$ cat src/rtl/audio_pkg.sv
// Shared audio types for the codec send/receive paths.
// Slot and frame geometry for 32-bit stereo I2S.
package audio_pkg;
  localparam int SLOT_W = 32;
  localparam int FRAME_BITS = 64;

  typedef logic [31:0] sample_t;

  typedef struct packed {
    sample_t l;
    sample_t r;
  } stereo_t;
endpackage

$ cat src/rtl/i2s_clk_gen.sv
// I2S bit clock / word position generator.
// Emits a falling-tick strobe and a frame-load strobe at bit 63 -> 0.
module i2s_clk_gen
  import audio_pkg::*;
#(
  parameter int CLK_DIV = 4
) (
  input  logic       clk,
  input  logic       rst,
  output logic       bclk,
  output logic [5:0] bit_cnt,
  output logic       fall_tick,
  output logic       frame_load
);
  localparam int DW = (CLK_DIV > 1) ? $clog2(CLK_DIV) : 1;
  localparam logic [DW-1:0] DIV_MAX = DW'(CLK_DIV - 1);
  localparam logic [5:0] LAST = 6'(FRAME_BITS - 1);

  logic [DW-1:0] div;
  logic          wrap;

  assign wrap       = (div == DIV_MAX);
  assign fall_tick  = wrap & bclk;
  assign frame_load = fall_tick & (bit_cnt == LAST);

  always_ff @(posedge clk) begin
    if (rst) begin
      div     <= '0;
      bclk    <= 1'b0;
      bit_cnt <= LAST;
    end else begin
      div <= wrap ? '0 : div + 1'b1;
      if (wrap)
        bclk <= ~bclk;
      if (fall_tick)
        bit_cnt <= bit_cnt + 6'd1;
    end
  end
endmodule

$ cat src/rtl/i2s_tx.sv
// I2S transmitter with a one-entry holding register.
// Define I2S_TX_UNDERRUN_ZERO_EN to send zeros on underrun (default: repeat last pair).
module i2s_tx
  import audio_pkg::*;
#(
  parameter int CLK_DIV  = 4,
  parameter int SAMPLE_W = 24
) (
  input  logic        clk,
  input  logic        rst,
  input  logic [31:0] in_l,
  input  logic [31:0] in_r,
  input  logic        in_valid,
  output logic        in_ready,
  output logic        bclk,
  output logic        lrclk,
  output logic        sdata,
  output logic        underrun
);
  localparam int SH = SLOT_W - SAMPLE_W;
  localparam logic [5:0] SW = 6'(SAMPLE_W);

  logic [5:0] bit_cnt;
  logic       fall_tick;
  logic       frame_load;

  i2s_clk_gen #(
    .CLK_DIV(CLK_DIV)
  ) u_clk (
    .clk       (clk),
    .rst       (rst),
    .bclk      (bclk),
    .bit_cnt   (bit_cnt),
    .fall_tick (fall_tick),
    .frame_load(frame_load)
  );

  stereo_t    hold;
  stereo_t    fb;
  stereo_t    load_pair;
  logic       full;
  sample_t    sh_l;
  sample_t    sh_r;
  logic [5:0] nxt;
  logic [4:0] pos;
  logic       in_slot;
  logic       accept;

  assign lrclk    = bit_cnt[5];
  assign in_ready = ~full;
  assign accept   = in_valid & ~full;

  // Position the serializer moves to on this falling tick.
  assign nxt     = bit_cnt + 6'd1;
  assign pos     = nxt[4:0];
  assign in_slot = (pos != 5'd0) && ({1'b0, pos} <= SW);

`ifdef I2S_TX_UNDERRUN_ZERO_EN
  assign fb = '0;
`else
  stereo_t last;

  always_ff @(posedge clk) begin
    if (rst)
      last <= '0;
    else if (frame_load & full)
      last <= hold;
  end

  assign fb = last;
`endif

  assign load_pair = full ? hold : fb;

  always_ff @(posedge clk) begin
    if (rst) begin
      hold     <= '0;
      full     <= 1'b0;
      sh_l     <= '0;
      sh_r     <= '0;
      sdata    <= 1'b0;
      underrun <= 1'b0;
    end else begin
      underrun <= frame_load & ~full;
      if (frame_load & full) begin
        full <= 1'b0;
      end else if (accept) begin
        full <= 1'b1;
        hold <= '{l: in_l, r: in_r};
      end
      // Left-align so the sample MSB sits at bit 31 of each shifter.
      if (frame_load) begin
        sh_l  <= load_pair.l << SH;
        sh_r  <= load_pair.r << SH;
        sdata <= 1'b0;
      end else if (fall_tick) begin
        sdata <= 1'b0;
        if (in_slot) begin
          if (nxt[5]) begin
            sdata <= sh_r[SLOT_W-1];
            sh_r  <= sh_r << 1;
          end else begin
            sdata <= sh_l[SLOT_W-1];
            sh_l  <= sh_l << 1;
          end
        end
      end
    end
  end
endmodule

$ cat config.mk
export PLATFORM = sky130hd
export DESIGN_NAME = i2s_tx
export DESIGN_NICKNAME = d
export VERILOG_FILES = /design/src/rtl/audio_pkg.sv /design/src/rtl/i2s_clk_gen.sv /design/src/rtl/i2s_tx.sv
export SDC_FILE = /design/constraint.sdc
export NUM_CORES = 1
export LEC_CHECK = 0
export ABC_AREA = 0
export CAP_MARGIN = 10
export CORE_MARGIN = 8
export CORE_UTILIZATION = 50
export CTS_CLUSTER_DIAMETER = 50
export CTS_CLUSTER_SIZE = 28
export DETAILED_ROUTE_END_ITERATION = 10
export GPL_TIMING_DRIVEN = 1
export PLACE_DENSITY_LB_ADDON = 0.25
export SLEW_MARGIN = 40
export SYNTH_ARGS = -nofsm -noshare
export SYNTH_HDL_FRONTEND = slang
export SYNTH_SLANG_ARGS = --single-unit
$ cat constraint.sdc
create_clock -name clk -period 2.2 [get_ports clk]
set_input_delay 0.33 -clock clk [delete_from_list [all_inputs] [get_ports clk]]
set_output_delay 0.33 -clock clk [all_outputs]
set_load 0.05 [all_outputs]
=== Word-level counts from Yosys, hierarchy flattened ===
Cells that the tools add are included.

* Muxes and demuxes: 11
* Reduce and logical (&&, ||, !) cells: 11
* Add/subtract/negate cells: 2
* Bitwise logic cells: 8
* Eq/ne operators: 3
* $lt $le $gt $ge: 1

{| class="wikitable"
|+ Operator list
! cell !! number
|-
| $mux W32 || 8
|-
| $mux W56 || 1
|-
| $add A6 B1 Y6 const B || 1
|-
| $eq A6 B6 Y1 const B || 1
|-
| $reduce_and A3 Y1 || 2
|-
| $reduce_bool A2 Y1 || 3
|-
| $reduce_or A2 Y1 || 3
|-
| $and A1 B1 Y1 || 5
|-
| $le A5 B5 Y1 const B || 1
|-
| $reduce_bool A5 Y1 || 1
|-
| $not A1 Y1 || 3
|-
| $add A2 B1 Y2 const B || 1
|-
| $eq A2 B2 Y1 const B || 1
|-
| $mux W1 || 2
|-
| $ne A2 B2 Y1 const B || 1
|-
| $reduce_and A2 Y1 || 1
|-
| $logic_and A1 B1 Y1 || 1
|}

* Word-level logic and storage cells: 48
* Input port bits: 67
* Register bits: 172
* Output and inout bits: 5

=== Depth between registers and ports, before layout ===
* Depth after elaboration: 6
* Depth in mapped cells: 8
* Gate-level depth less buffers: 5

=== By module ===
A second synthesis with hierarchy kept.

* Cell total of the unflattened synthesis: 795
* Area, all modules: 6712.7 um^2

{| class="wikitable"
|+ By module, submodules not included
! module !! cells each !! area an instance (um^2) !! sequential area each (um^2) !! instances
|-
| i2s_tx || 753 || 6313.6 || 2942.8 || 1
|-
| i2s_clk_gen || 42 || 399.1 || 180.2 || 1
|}

=== Worst setup path before layout ===
No wires, ideal clock.

* Path type: register to register
* Start: register u_clk.bclk
* End: register last, in the netlist fb[35]
* Path buffers: 2
* Clock period less this slack: 1956 ps
* Cell stages (with the launch flop): 7
* Slack: 244 ps
* Arrival time: 1824 ps
* Library setup time: 132 ps
* Data required time: 2068 ps
* Path through: dfxtp_1 nand4_2 or3_1 buf_2 buf_6 nand2_1 a21oi_1

* Word-level cells in the longest chain between the ends: 3

{| class="wikitable"
|+ RTL lines
! item !! RTL line !! text
|-
| start: declaration || i2s_clk_gen.sv:10 || <nowiki>output logic bclk,</nowiki>
|-
| start signal: assignment || i2s_clk_gen.sv:34 || <nowiki>bclk <= ~bclk;</nowiki>
|-
| $and A1 B1 Y1 || i2s_clk_gen.sv:23 || <nowiki>assign fall_tick = wrap & bclk;</nowiki>
|-
| $and A1 B1 Y1 || i2s_clk_gen.sv:24 || <nowiki>assign frame_load = fall_tick & (bit_cnt == LAST);</nowiki>
|-
| $and A1 B1 Y1 || i2s_tx.sv:66 || <nowiki>else if (frame_load & full)</nowiki>
|-
| end signal: assignment || i2s_tx.sv:67 || <nowiki>last <= hold;</nowiki>
|-
| end: declaration || i2s_tx.sv:61 || <nowiki>stereo_t last;</nowiki>
|}

No other way between the ends.
A chain may end at the register's enable or synchronous reset.

=== Worst setup path in the final report ===
* Start: register u_clk.bclk
* End: output bclk

{| class="wikitable"
|+ RTL lines
! item !! RTL line !! text
|-
| end: declaration || i2s_tx.sv:15 || <nowiki>output logic bclk,</nowiki>
|}

No word-level cell between the ends.

==> results.py <==
metrics = {
    "clocking": {
        "cts.path.max_buffers": 2,
        "clock_latency_ns": 0.42,
        "cts_tree": "done",
        "cts_root_buffer": "clkbuf_16",
        "cts_inserted_buffers": 17,
        "path_clk_slew_ns": 0.06,
        "post_cts_buffers": 0,
        "cts_sinks": 156,
        "cts.htree.levels": 4,
    },
    "die": {
        "initial_core_util_pct": 50.4,
        "die_x_um": 128,
        "num_rows": 41,
        "die_area_mm2": 0.0163,
        "die_h_um": 128,
        "core_mm2": 0.0124,
        "ios": 72,
    },
    "cells_and_area": {
        "fin_nets": 869,
        "postLayoutCoreUtil_pct": 60.6,
        "multi_input_area_mm2": 0.00284,
        "area_growth_syn_to_layout_pct": 20.3,
        "n_fill_cell": 1141,
        "final_cell_area_mm2": 0.00753,
        "antenna_cells": 0,
        "drive_gt1_share_pct": 7.50,
        "seqCellArea_mm2": 0.00312,
    },
    "flow_run": {
        "max_cap_viol_count": 0,
    },
    "timing": {
        "fin_tns_setup_ns": 0,
        "skew_ns": 0.00825,
        "setup_violations": 0,
        "period_share_pct": 95.6,
        "tightest_slew_ns": 0.545,
        "fmax_ghz": 0.475,
        "final_max_slew_viol_count": 0,
        "rsz0062_at_grt": "false",
        "hold_viol_final": 0,
        "hold_slack_ns": 0.234,
        "maxSlewHeadroom_pct": 63.6,
        "fin_crit_ns": 2.10,
        "finalWorstSetupSlack_ns": 0.0960,
    },
    "worst_setup_path": {
        "crit_fanout": 7,
        "cpPeakStageDelay_ns": 0.87,
        "cp.arrival_ns": 1.77,
        "crit_type": "reg -> out",
        "cp.required_ns": 1.87,
        "crit_family": "buffers and inverters",
        "crit_path_start_kind": "flop",
        "cp-end-kind": "primary output",
        "cp_cell_sequence": "clkdlybuf4s50_1",
        "rrSetupSlack_ns": 0.23,
        "cp_slowest_cell": "clkdlybuf4s50_1",
        "worst-path-buf-inv": 1,
    },
    "logic_synthesis": {
        "ys_ff_latch": 156,
        "ys.warnings.count": 0,
        "avgSynthCellArea_um2": 8.11,
        "synth-seq-area-share_pct": 49.9,
        "mappedNetlistNets": 840,
        "synth_cells": 771,
        "synth_area_leaders": "dfxtp_1, nand2_1, a21oi_1",
        "synth_top_area_share_pct": 49.9,
        "syn_area_mm2": 0.00626,
        "synth_top_cell_by_area": "dfxtp_1",
        "yosysUniqueCellTypes": 37,
    },
    "pwr": {
        "ir_worst_vdd_mv": 0.480,
        "cellPowerDensity_mw_per_mm2": 801,
        "p_leak_uw": 0.00257,
    },
    "global_route": {
        "grt-ovfl-total": 0,
        "grt_max_degree": 81,
        "grt_usage_pct": 17.7,
        "grt_pass1_vias": 5188,
        "grt_antenna_before_repair": 0,
        "grt_first_pass_wirelength_mm": 23.7,
    },
    "route": {
        "final_antenna_net_count": 0,
        "wire_per_inst_um": 14.1,
        "drc_errors": 0,
        "drt_iter0_markers": 426,
        "avgViaCountPerCell": 5.45,
        "vias": 5366,
        "drtPass1Iterations": 6,
        "routed_wirelength_mm": 13.9,
    },
    "run_status": {
        "outcome": "finished clean",
    },
    "worst_hold_path": {
        "hp-class": "in -> reg",
    },
    "placed_design": {
        "dp_hpwl_mm": 8.53,
        "io_buffers": 55,
        "gp_congestion": 0.727,
        "dp_worst_setup_slack_ns": 0.264,
        "dpl_cell_area_mm2": 0.00697,
    },
}
==> cell usage in the layout (no fill, tap or decap), drive strengths merged <==
cell           instances
a211o                  1
a211oi                46
a21oi                 99
a222oi                 1
a311oi                23
a31oi                  1
and2                   2
and3                   3
and4                   1
buf                   23
bufinv                 1
clkbuf                25
clkdlybuf4s50         52
clkinv                 5
clkinvlp               1
dfxtp                156
dlymetal6s2s           1
ha                     2
inv                    1
mux2                   1
mux2i                  1
nand2                243
nand2b                 2
nand3                  6
nand4                  1
nor2                   4
nor2b                 46
nor3                  32
nor3b                  1
o21ai                  1
o21bai                 2
o22ai                 22
o2bb2ai                1
or3                    2
or3b                   1
xnor2                  3
==> final cells by class <==
type	count	area share (%)
sequential	156	41.5
clock inverter	7	0.831
inverter	1	0.0499
multi-input combinational	548	37.8
timing repair buffer	76	10.4
clock buffer	25	6.58
tap	172	2.86
==> metrics by stage <==
stage,instances,total power (µW)
finish,985,6030
global route,985,6230
CTS,985,6090
detailed placement,953,3350
global placement,953,3340
floorplan,771,3180
==> cell families (layout without fill, tap and decap cells) <==
| family | after synthesis | in the layout | share of synthesized area (%) |
|---|---|---|---|
| adder cells (fa/ha/maj) | 2 | 2 | 0.400 |
| multiplexers | 2 | 2 | 0.340 |
| AO/OA/AOI/OAI | 197 | 197 | 19.7 |
| XOR/XNOR | 3 | 3 | 0.420 |
| AND/OR/NAND/NOR | 344 | 344 | 24.3 |
| flip-flops | 156 | 156 | 49.9 |
| buffers and inverters | 67 | 109 | 4.92 |
==> repair_timing <==
action,4_1_cts,5_1_grt
setup endpoints to repair,0,1
gates resized for setup,0,1
endpoints found under the hold margin,0,0
hold buffers,0,0
==> state kept, by name (all words and copies together) (netlist names) <==
register       count
fb                48
sh_l              24
sdata              1
sh_r              24
hold              48
full               1
u_clk.div          2
u_clk.bit_cnt      6
underrun           1
u_clk.bclk         1
==> cell usage after synthesis <==
| cell type | instances |
|---|---|
| nand4_2 | 1 |
| nor2b_1 | 46 |
| nor3b_1 | 1 |
| o21bai_1 | 2 |
| nor2_4 | 1 |
| and4_1 | 1 |
| a31oi_1 | 1 |
| nand2b_1 | 2 |
| and2_1 | 2 |
| or3_1 | 2 |
| mux2i_1 | 1 |
| buf_4 | 3 |
| o22ai_1 | 22 |
| a222oi_1 | 1 |
| nor3_1 | 30 |
| a211oi_1 | 46 |
| nand2_2 | 1 |
| or3b_2 | 1 |
| a311oi_1 | 23 |
| a211o_1 | 1 |
| ha_1 | 2 |
| o21ai_0 | 1 |
| inv_1 | 1 |
| and3_1 | 3 |
| buf_2 | 24 |
| nor2_1 | 3 |
| nor3_2 | 2 |
| clkbuf_1 | 36 |
| buf_1 | 1 |
| buf_6 | 2 |
| a21oi_1 | 99 |
| mux2_2 | 1 |
| nand2_1 | 242 |
| xnor2_1 | 3 |
| o2bb2ai_1 | 1 |
| dfxtp_1 | 156 |
| nand3_1 | 6 |
==> layer usage <==
metal  global-route usage [%]  up-vias  share of wire, %
met4                     7.41        0               1.6
met5                        0        -                 0
met2                     30.6      113                50
li1                         -     2702                 -
met3                     4.53       18               4.6
met1                     20.4     2533                44
==> report_power, final <==
| group | internal [µW] | leakage (µW) | total, µW | switching, µW |
|---|---|---|---|---|
| Sequential | 2890 | 0.00127 | 2940 | 43.7 |
| Combinational | 159 | 0.00103 | 351 | 191 |
| Clock | 1670 | 0.000277 | 2740 | 1080 |
| Total | 4720 | 0.00257 | 6030 | 1310 |
==> path summary, 6_finish.rpt <==
path,start,end,depth (start not counted)
min,rst,hold[37],2
max,u_clk.bclk,bclk,1
min reg2reg,fb[19],fb[19],2
max reg2reg,u_clk.div[0],fb[49],6
Power figures use the tool's default switching activity.
